==> src/rtl/prog_run_ctrl.sv <==
// ============================================================================
// prog_run_ctrl : loads X9 machine code into imem, runs the core, reports status
// Revision 1.0
// ============================================================================
`default_nettype none

module prog_run_ctrl #(
   parameter int D          = 12,
   parameter int IW         = 9,
   parameter int CW         = 16,
   parameter int MAX_CYCLES = 4000
) (
   input  logic          clk,
   input  logic          reset,
   input  logic          load_start,
   input  logic          in_valid,
   input  logic [IW-1:0] in_word,
   input  logic          in_last,
   output logic          in_ready,
   output logic          imem_wr_en,
   output logic [D-1:0]  imem_wr_addr,
   output logic [IW-1:0] imem_wr_data,
   output logic          core_reset,
   input  logic          core_done,
   output logic [CW-1:0] run_cycles,
   output logic          busy,
   output logic          finished,
   output logic          timeout,
   output logic          overflow,
   input  logic          host_ack
);

   typedef enum logic [1:0] {
      IDLE = 2'd0,
      LOAD = 2'd1,
      RUN  = 2'd2,
      HALT = 2'd3
   } state_t;

   // The cycle whose count is MAX_CYCLES-1 is the last one the core gets.
   localparam logic [CW-1:0] TIMEOUT_AT = CW'(MAX_CYCLES - 1);
   localparam logic [CW-1:0] CYC_SAT    = {CW{1'b1}};
   localparam logic [D-1:0]  ADDR_TOP   = {D{1'b1}};

   state_t       state;
   logic [D-1:0] addr;

   assign in_ready     = (state == LOAD);
   assign imem_wr_en   = in_valid & in_ready;
   assign imem_wr_addr = addr;
   assign imem_wr_data = in_word;
   assign busy         = (state == LOAD) | (state == RUN);

   always_ff @(posedge clk) begin
      if (reset) begin
         state      <= IDLE;
         addr       <= '0;
         run_cycles <= '0;
         core_reset <= 1'b1;
         finished   <= 1'b0;
         timeout    <= 1'b0;
         overflow   <= 1'b0;
      end else begin
         case (state)
            IDLE: begin
               core_reset <= 1'b1;
               if (load_start) begin
                  state      <= LOAD;
                  addr       <= '0;
                  run_cycles <= '0;
                  finished   <= 1'b0;
                  timeout    <= 1'b0;
                  overflow   <= 1'b0;
               end
            end

            LOAD: begin
               if (in_valid) begin
                  addr <= addr + D'(1);
                  if (in_last) begin
                     state      <= RUN;
                     core_reset <= 1'b0;
                  end else if (addr == ADDR_TOP) begin
                     // Memory full with no end marker: refuse to run a truncated program.
                     state    <= HALT;
                     overflow <= 1'b1;
                  end
               end
            end

            RUN: begin
               if (run_cycles != CYC_SAT) begin
                  run_cycles <= run_cycles + CW'(1);
               end
               if (core_done) begin
                  state      <= HALT;
                  finished   <= 1'b1;
                  core_reset <= 1'b1;
               end else if (run_cycles >= TIMEOUT_AT) begin
                  state      <= HALT;
                  timeout    <= 1'b1;
                  core_reset <= 1'b1;
               end
            end

            HALT: begin
               core_reset <= 1'b1;
               if (host_ack) begin
                  state <= IDLE;
               end
            end

            default: begin
               state      <= IDLE;
               core_reset <= 1'b1;
            end
         endcase
      end
   end

endmodule

`default_nettype wire

==> config.mk <==
export PLATFORM = sky130hd
export DESIGN_NAME = prog_run_ctrl
export DESIGN_NICKNAME = d
export VERILOG_FILES = /design/src/rtl/prog_run_ctrl.sv
export SDC_FILE = /design/constraint.sdc
export NUM_CORES = 1
export LEC_CHECK = 0
export ABC_AREA = 1
export CAP_MARGIN = 30
export CORE_AREA = 2 2 75 77
export CTS_CLUSTER_SIZE = 24
export DETAILED_ROUTE_END_ITERATION = 10
export DIE_AREA = 0 0 77 79
export PLACE_DENSITY = 0.68
export SYNTH_ARGS = -nofsm -noshare
export SYNTH_HDL_FRONTEND = slang
export SYNTH_SLANG_ARGS = --single-unit
==> constraint.sdc <==
create_clock -name clk -period 1.75 [get_ports clk]
set_input_delay 0.35 -clock clk [delete_from_list [all_inputs] [get_ports clk]]
set_output_delay 0.35 -clock clk [all_outputs]
set_load 0.1 [all_outputs]
==> flow_metrics.env, run 1 <==
export IMPL_status="completed"
export IMPL_p_int_uw=2110
export IMPL_io_buffer_count=41
export IMPL_drt_vias_per_instance=4.75
export IMPL_routed_via_count=2088
export IMPL_boundaryPins=60
export IMPL_coreArea_mm2=0.00534
export IMPL_critPathMaxFanout=6
export IMPL_synth_fp_nets=339
export IMPL_ir_drop_uv=669
export IMPL_hold_start="imem_wr_addr[4]"
export IMPL_power_density_mw_per_mm2=1180
export IMPL_drive_gt1_share_pct=31.5
export IMPL_drc=0
export IMPL_gp_congestion=0.861
export IMPL_die_area_mm2=0.00608
export IMPL_period_minus_slack_ps=1670
export IMPL_synth_seq_area_share_pct=33.0
export IMPL_worst_setup_path_end_kind="output port"
export IMPL_p_switching_uw=1640
export IMPL_die_w_um=77
export IMPL_avgSynthCellArea_um2=6.52
export IMPL_rsz0062_at_grt="false"
export IMPL_crit_chain="inv_2 > ha_4 > nand2_2 > clkinvlp_4 > buf_12"
export IMPL_synth_distinct_cells=32
export IMPL_critPathLaunch="state[1]"
export IMPL_p_leak_uw=0.00137
export IMPL_clock_latency_ps=290
export IMPL_cp_start_kind="flip-flop"
export IMPL_rows=27
export IMPL_period_share_pct=95.3
export IMPL_worstSetupPathType="flip-flop to output port"
export IMPL_reg2reg_slack_ps=140
export IMPL_syn_to_final_growth_pct=54.7
export IMPL_hold_slack_ps=476
export IMPL_synthTopCellsByArea="dfxtp_1 33%, nand2_1 15%, nor2_1 8.7%, inv_1 7.8%, nand3_1 5.1%"
export IMPL_path_buf_inv=3
export IMPL_cts_buffer_depth=2
export IMPL_synth_top_area_cell="dfxtp_1"
export IMPL_synth_edf_count=0
export IMPL_cts_max_level=2
export IMPL_cts_buffers=5
export IMPL_dp_final_hpwl_mm=3.88
export IMPL_holdPathStages=2
export IMPL_cts_tree="done"
export IMPL_critical_path_top_delay_family="flip-flops"
export IMPL_first_pass_iters=4
export IMPL_cts_root_buf="clkbuf_8"
export IMPL_async_flop_share_pct=0
export IMPL_ys_warn_count=0
export IMPL_critPathRequiredTime_ps=1400
export IMPL_min_to="imem_wr_addr[4]"
export IMPL_synth_most_common_cell="nand2_1"
export IMPL_slew_headroom_pct=79.5
export IMPL_maxSlewViolCount=0
export IMPL_rr_worst_depth=10
export IMPL_final_antenna_net_count=0
export IMPL_clock_sinks=34
export IMPL_worst_pin_slew_ps=305
export IMPL_wl_per_cell_um=11.6
export IMPL_p_sw_share_pct=43.8
export IMPL_grt_pass1_vias=2007
export IMPL_p_seq_share_pct=24.9
export IMPL_drv_cap=0
export IMPL_antenna_found_initial=0
export IMPL_hold_viol=0
export IMPL_syn_cell_area_mm2=0.00206
export IMPL_hold_path_class="flip-flop to flip-flop"
export IMPL_cpMaxStageDelayCell="dfxtp_1"
export IMPL_final_util_pct=59.7
export IMPL_wl_mm=5.09
export IMPL_clock_fmax_mhz=600
export IMPL_grtUsageTotal_pct=17.9
export IMPL_nNetsFinal=390
export IMPL_comb_power_share_pct=53.8
export IMPL_critPathArrivalTime_ps=1320
export IMPL_grt_max_degree=12
export IMPL_rr_startpoint="run_cycles[0]"
export IMPL_r2r_end="run_cycles[3]"
export IMPL_grt_overflow_total=0
export IMPL_synth_ff_type="dfxtp_1"
export IMPL_critical_path_max_stage_delay_ps=380
export IMPL_grt_first_pass_wirelength_mm=8.79
export IMPL_yosys_register_bits=34
export IMPL_start_util_pct=38.6
export IMPL_antenna_cells=0
export IMPL_fin_skew_ps=11.7
export IMPL_synth_commonest_cells="81 x nand2_1, 48 x nor2_1, 43 x inv_1"
export IMPL_die_h_um=79
export IMPL_clkSlewWorstSetupHoldPaths_ps=70
export IMPL_drt_initial_drc_count=94
export IMPL_p_clk_share_pct=21.3
export IMPL_setup_violations=0
export IMPL_netlist_instances=316
export IMPL_netlist_area_leader_share_pct=33.0
## routing by layer
layer / vias up / global-route usage, % / part of all wire, %
li1: 1085 / - / -
met1: 945 / 20.5 / 42
met2: 49 / 32.3 / 51
met3: 9 / 4.32 / 5.4
met4: 0 / 6.79 / 1.5
met5: - / 0 / 0
## worst max path at each step
| stage | end | cells after the start |
|---|---|---|
| finish | imem_wr_en | 5 |
| global placement | run_cycles[11] | 8 |
| floorplan | imem_wr_addr[10] | 11 |
| detailed placement | run_cycles[11] | 8 |
| global route | state[0] | 9 |
| CTS | imem_wr_addr[9] | 9 |
## through the flow
step           setup slack (ps)  power, uW  setup TNS (ps)  std cells  instance area (um2)
6_report                   82.6       3760               0        440                 3190
3_3_place_gp              -42.0       2870            -199        431                 3000
5_1_grt                   0.959       3960               0        440                 3190
2_1_floorplan             -13.1       2260           -13.1        316                 2110
3_5_place_dp              -85.5       2900            -536        431                 3000
4_1_cts                    10.9       3700               0        439                 3130
## power groups by stage
stage	Sequential [uW]	Combinational (uW)	Clock, uW
2_1_floorplan	1270	993	0
3_3_place_gp	949	1920	0
4_1_cts	934	1950	815
6_report	935	2020	800
3_5_place_dp	951	1950	0
5_1_grt	948	2150	854
## layout by cell type (no fill, tap or decap), types with 2 or more instances in the layout
cell type        count
nor3b_1              2
clkbuf_8             6
nand4_1              5
nand3_2              2
dfxtp_2             24
inv_1               40
nand2_1             79
ha_2                 2
o21ai_1              4
ha_1                 3
ha_4                 2
nor2_2               3
clkbuf_16            2
nor2_4               4
xor2_1               2
clkdlybuf4s50_1      6
o21ai_2              2
buf_12              36
a31oi_1              2
a21oi_2              2
a21oi_1             18
o21ai_0              9
nand2_4              3
nand3_1             20
inv_2                4
buf_4               15
dfxtp_4              2
o211ai_1             2
nor2_1              46
nand2_2              4
dfxtp_1              8
## worst min-delay path: stages (launching register included)
cell and delay, ps:
dfxtp_2 340, inv_1 50, a21oi_1 50
## registers in the layout, indices dropped and copies added, names as in the netlist
| name | cells |
|---|---|
| run_cycles | 16 |
| imem_wr_addr | 12 |
| state | 2 |
| core_reset | 1 |
| finished | 1 |
| overflow | 1 |
| timeout | 1 |
## final cells by class
cell class | count | area [um2]
clock buffer | 8 | 133
timing repair buffer | 57 | 893
fill | 494 | 2150
tap | 72 | 90.1
sequential | 34 | 718
multi-input combinational | 223 | 1180
inverter | 46 | 176
## what timing repair did
action / CTS / global route
gates resized for setup: 2 / 13
pin swaps: 0 / 2
setup buffers: 0 / 1
hold buffers: 0 / 0
endpoints found under the setup margin: 2 / 31
## cells by family (layout without fill, tap and decap cells)
group / after synthesis / in the layout / synth area share (%)
flops: 34 / 34 / 33.0
xor+xnor: 3 / 3 / 1.28
fa+ha+maj: 7 / 7 / 4.25
simple gates: 172 / 172 / 37.4
buf+inv: 59 / 111 / 12.9
compound gates: 41 / 41 / 11.1
(Power assumes the default switching activity.)
==> run 2: changes to the inputs <==
PLACE_DENSITY = 0.78   (was 0.68)
==> flow_metrics.env, run 2 (synthesis gave the netlist of run 1 again) <==
export IMPL_coreArea_mm2=0.00534
export IMPL_start_util_pct=38.6
export IMPL_period_share_pct=96.6
export IMPL_power_density_mw_per_mm2=1120
export IMPL_regMostFlops="run_cycles"
export IMPL_worst_setup_path_end_kind="flip-flop"
export IMPL_min_to="imem_wr_addr[4]"
export IMPL_final_area_mm2=0.00317
export IMPL_reg2reg_slack_ps=60
export IMPL_ir_drop_uv=666
export IMPL_nNetsFinal=395
export IMPL_slew_headroom_pct=81.5
export IMPL_routed_via_count=2143
export IMPL_critPathRequiredTime_ps=1960
export IMPL_cpMaxStageDelayCell="dfxtp_4"
export IMPL_drt_initial_drc_count=85
export IMPL_hold_viol=0
export IMPL_cp_start_kind="flip-flop"
export IMPL_crit_chain="ha_2 > nand2_2 > nor2_4 > nand2_4 > nor2_8 > nand2_4 > nand2_8 > buf_12 > nand2_1 > a21oi_1"
export IMPL_rr_startpoint="run_cycles[0]"
export IMPL_die_area_mm2=0.00608
export IMPL_cts_buffers=5
export IMPL_antenna_cells=0
export IMPL_cts_max_level=2
export IMPL_clock_latency_ps=290
export IMPL_rr_worst_depth=10
export IMPL_gp_congestion=0.872
export IMPL_critical_path_top_delay_family="simple AND/OR/NAND/NOR gates"
export IMPL_most_common_layout_cells="78 x nand2_1, 46 x nor2_1, 40 x inv_1"
export IMPL_critPathArrivalTime_ps=1900
export IMPL_wl_mm=5.44
export IMPL_met2_length_mm=2.85
export IMPL_grt_pass1_vias=2051
export IMPL_drc=0
export IMPL_layout_commonest_cell="nand2_1"
export IMPL_io_buffer_count=41
export IMPL_grt_overflow_total=0
export IMPL_setup_violations=0
export IMPL_clock_fmax_mhz=592
export IMPL_boundaryPins=60
export IMPL_fin_skew_ps=7.92
export IMPL_cts_root_buf="clkbuf_8"
export IMPL_drv_cap=0
export IMPL_holdPathStages=2
export IMPL_drt_vias_per_instance=4.82
export IMPL_clkSlewWorstSetupHoldPaths_ps=70
export IMPL_path_buf_inv=1
export IMPL_maxSlewViolCount=0
export IMPL_syn_to_final_growth_pct=54.0
export IMPL_drt_met1_wl_mm=2.19
export IMPL_dr_wl_met3_um=301
export IMPL_top_layer="met4"
export IMPL_drive_gt1_share_pct=31.6
export IMPL_grt_max_degree=11
export IMPL_wl_per_cell_um=12.2
export IMPL_crit_top_cell="nand2_4"
export IMPL_setup_ws_ps=60.1
export IMPL_place_area_mm2=0.00302
export IMPL_worstSetupPathType="flip-flop to flip-flop"
export IMPL_clock_sinks=34
export IMPL_largest_reg_flops=16
export IMPL_antenna_found_initial=0
export IMPL_status="completed"
export IMPL_r2r_end="run_cycles[4]"
export IMPL_grtUsageTotal_pct=18.2
export IMPL_cts_buffer_depth=2
export IMPL_critical_path_max_stage_delay_ps=390
export IMPL_final_antenna_net_count=0
export IMPL_holdBufCountCts=0
export IMPL_die_h_um=79
export IMPL_rows=27
export IMPL_hold_path_class="flip-flop to flip-flop"
export IMPL_place_ws_ps=-158
export IMPL_worst_pin_slew_ps=275
export IMPL_cts_tree="done"
export IMPL_dp_final_hpwl_mm=4.00
export IMPL_grt_first_pass_wirelength_mm=8.87
export IMPL_die_w_um=77
export IMPL_p_leak_uw=0.00136
export IMPL_hold_start="imem_wr_addr[4]"
export IMPL_first_pass_iters=5
export IMPL_period_minus_slack_ps=1690
export IMPL_critPathMaxFanout=6
-- run 2: changes by cell type in the layout (fill, tap and decap cells not counted), moves of 2 or more --
cell,previous run,this run
buf_4,15,20
clkbuf_1,0,3
clkbuf_16,2,0
o21ai_0,9,7
o21ai_1,4,6
-- run 2: how the worst max path moves through the flow --
stage	endpoint	cells after the start	startpoint	slack, ps
2_1_floorplan	imem_wr_addr[10]	11	state[1]	-10
3_3_place_gp	run_cycles[11]	8	load_start	-40
5_1_grt	run_cycles[4]	9	state[0]	-60
6_report	run_cycles[4]	10	run_cycles[0]	60
3_5_place_dp	run_cycles[11]	8	load_start	-160
4_1_cts	imem_wr_en	5	state[1]	10
-- run 2: power breakdown --
part           leakage, uW  switching (uW)  internal, uW
clock            0.0000395             284           283
combinational      0.00103            1270           786
sequential        0.000289            85.8           855
-- run 2: final cells by class --
type	instances	area, um2
Fill cell	493	2160
Timing Repair Buffer	62	931
Clock buffer	8	80.1
Multi-Input combinational cell	223	1180
Sequential cell	34	719
Inverter	46	176
Tap cell	72	90.1
-- run 2: repair_timing --
| item | 4_1_cts | 5_1_grt |
|---|---|---|
| gates cloned | 0 | 0 |
| setup buffers | 0 | 3 |
| pin swaps | 0 | 4 |
| endpoints found under the setup margin | 11 | 30 |
| resized for setup | 3 | 14 |
-- run 2: metal layers --
| layer | GRT usage, % | vias to the layer above |
|---|---|---|
| li1 | - | 1096 |
| met1 | 19.5 | 986 |
| met2 | 32.5 | 55 |
| met3 | 5.00 | 6 |
| met4 | 10.2 | 0 |
| met5 | 0 | - |
-- run 2: worst register-to-register path, stage by stage (launching register included) --
cell and delay (ps):
dfxtp_4 390, ha_2 210, nand2_2 90, nor2_4 160, nand2_4 90, nor2_8 140, nand2_4 110, nand2_8 100
buf_12 110, nand2_1 60, a21oi_1 160
-- run 2: through the flow --
step                power, uW  instances  setup TNS [ps]  utilization [%]  hold WS (ps)
floorplan                2260        316           -13.1                -           516
global placement         2860        434            -191             56.6           462
detailed placement       2900        434           -1100             56.6           470
CTS                      3500        442               0             58.2           482
global route             3770        445            -144             59.4           505
finish                   3560        445               0             59.4           482
==> run 3: changes to the inputs <==
CAP_MARGIN = 40   (was 30)
GPL_ROUTABILITY_DRIVEN = 0   (was not set)
SKIP_LAST_GASP = 1   (was not set)
==> flow_metrics.env, run 3 (synthesis gave the netlist of run 1 again) <==
export IMPL_p_leak_uw=0.00136
export IMPL_slew_headroom_pct=81.5
export IMPL_coreArea_mm2=0.00534
export IMPL_path_buf_inv=3
export IMPL_layout_commonest_cell="nand2_1"
export IMPL_dp_final_hpwl_mm=4.00
export IMPL_worstSetupPathType="flip-flop to output port"
export IMPL_cpMaxStageDelayCell="dfxtp_1"
export IMPL_rr_worst_depth=10
export IMPL_grt_first_pass_wirelength_mm=8.87
export IMPL_critPathRequiredTime_ps=1400
export IMPL_critical_path_max_stage_delay_ps=380
export IMPL_critPathMaxFanout=6
export IMPL_fill_cells=493
export IMPL_fin_skew_ps=7.96
export IMPL_drt_vias_per_instance=4.83
export IMPL_critPathArrivalTime_ps=1360
export IMPL_wl_per_cell_um=12.2
export IMPL_multi_input_area_mm2=0.00118
export IMPL_syn_to_final_growth_pct=53.9
export IMPL_boundaryPins=60
export IMPL_cts_buffer_depth=2
export IMPL_cts_max_level=2
export IMPL_clock_latency_ps=290
export IMPL_regMostFlops="run_cycles"
export IMPL_setup_violations=0
export IMPL_grt_max_degree=11
export IMPL_clock_fmax_mhz=585
export IMPL_cts_buffers=5
export IMPL_hold_slack_ps=482
export IMPL_largest_reg_flops=16
export IMPL_p_switching_uw=1640
export IMPL_grt_pass1_vias=2051
export IMPL_drc=0
export IMPL_final_area_mm2=0.00317
export IMPL_drv_cap=0
export IMPL_final_antenna_net_count=0
export IMPL_most_common_layout_cells="78 x nand2_1, 46 x nor2_1, 40 x inv_1"
export IMPL_cts_root_buf="clkbuf_8"
export IMPL_place_area_mm2=0.00302
export IMPL_drive_gt1_share_pct=31.4
export IMPL_grtUsageTotal_pct=18.2
export IMPL_clkSlewWorstSetupHoldPaths_ps=70
export IMPL_maxSlewViolCount=0
export IMPL_status="completed"
export IMPL_register_area_um2=718
export IMPL_grt_overflow_total=0
export IMPL_holdPathStages=2
export IMPL_start_util_pct=38.6
export IMPL_comb_power_share_pct=57.7
export IMPL_finalSetupTns_ps=0
export IMPL_die_area_mm2=0.00608
export IMPL_clock_sinks=34
export IMPL_hold_viol=0
export IMPL_r2r_end="run_cycles[4]"
export IMPL_p_clk_share_pct=15.9
export IMPL_place_ws_ps=-158
export IMPL_p_seq_share_pct=26.3
export IMPL_worst_setup_path_end_kind="output port"
export IMPL_wl_mm=5.44
export IMPL_die_w_um=77
export IMPL_cts_tree="done"
export IMPL_holdBufCountCts=0
export IMPL_antenna_cells=0
export IMPL_power_density_mw_per_mm2=1120
export IMPL_crit_chain="inv_2 > ha_4 > nand2_2 > clkinvlp_4 > buf_12"
export IMPL_min_to="imem_wr_addr[4]"
export IMPL_nNetsFinal=395
export IMPL_hold_start="imem_wr_addr[4]"
export IMPL_io_buffer_count=41
export IMPL_rows=27
export IMPL_routed_via_count=2149
export IMPL_period_minus_slack_ps=1710
export IMPL_die_h_um=79
export IMPL_ir_drop_uv=674
export IMPL_critical_path_top_delay_family="flip-flops"
export IMPL_cp_start_kind="flip-flop"
export IMPL_worst_pin_slew_ps=275
export IMPL_rr_startpoint="run_cycles[0]"
export IMPL_rsz0062_at_grt="true"
export IMPL_period_share_pct=97.7
export IMPL_hold_path_class="flip-flop to flip-flop"
export IMPL_drt_initial_drc_count=83
export IMPL_reg2reg_slack_ps=60
export IMPL_p_int_uw=1920
export IMPL_p_sw_share_pct=46.1
export IMPL_antenna_found_initial=0
export IMPL_first_pass_iters=5
export IMPL_setup_ws_ps=39.8
-- run 3: cell counts in the layout (fill, tap and decap cells not counted) --
No cell type changed its count.
-- run 3: how the worst max path moves through the flow --
stage / cells past startpoint / slack [ps] / to / from
CTS: 5 / 10 / imem_wr_en / state[1]
global placement: 8 / -40 / run_cycles[11] / load_start
floorplan: 11 / -10 / imem_wr_addr[10] / state[1]
detailed placement: 8 / -160 / run_cycles[11] / load_start
finish: 5 / 40 / imem_wr_en / state[1]
global route: 9 / -60 / run_cycles[4] / state[0]
-- run 3: area by class of cell --
| class | instances | share of cell area (%) |
|---|---|---|
| Multi-Input combinational cell | 223 | 37.1 |
| Clock buffer | 8 | 2.52 |
| Timing Repair Buffer | 62 | 29.3 |
| Tap cell | 72 | 2.84 |
| Sequential cell | 34 | 22.6 |
| Inverter | 46 | 5.56 |
-- run 3: metal layers --
metal	global-route usage, %	part of all wire [%]	wire [um]
met5	0	0	0
met4	10.2	1.9	105
met3	5.00	5.6	306
met2	32.5	52	2850
met1	19.5	40	2180
-- run 3: timing repair --
action | 4_1_cts | 5_1_grt
endpoints found under the setup margin | 11 | 30
pin swaps | 0 | 4
setup buffers | 0 | 3
gates resized for setup | 3 | 13
-- run 3: power by group through the flow --
stage | combinational, uW | clock (uW) | sequential, uW
6_report | 2060 | 567 | 938
2_1_floorplan | 993 | 0 | 1270
3_5_place_dp | 1950 | 0 | 951
4_1_cts | 1970 | 589 | 936
5_1_grt | 2200 | 618 | 949
3_3_place_gp | 1910 | 0 | 949
-- run 3: per-stage QoR --
stage	std cells	utilization [%]	total power, uW
2_1_floorplan	316	-	2260
3_3_place_gp	434	56.6	2860
6_report	445	59.4	3560
3_5_place_dp	434	56.6	2900
5_1_grt	445	59.4	3760
4_1_cts	442	58.2	3500
-- run 3: tightest hold or removal path, cell delays in order (launching register included) --
cell and delay (ps):
dfxtp_2 340, inv_1 50, a21oi_1 50
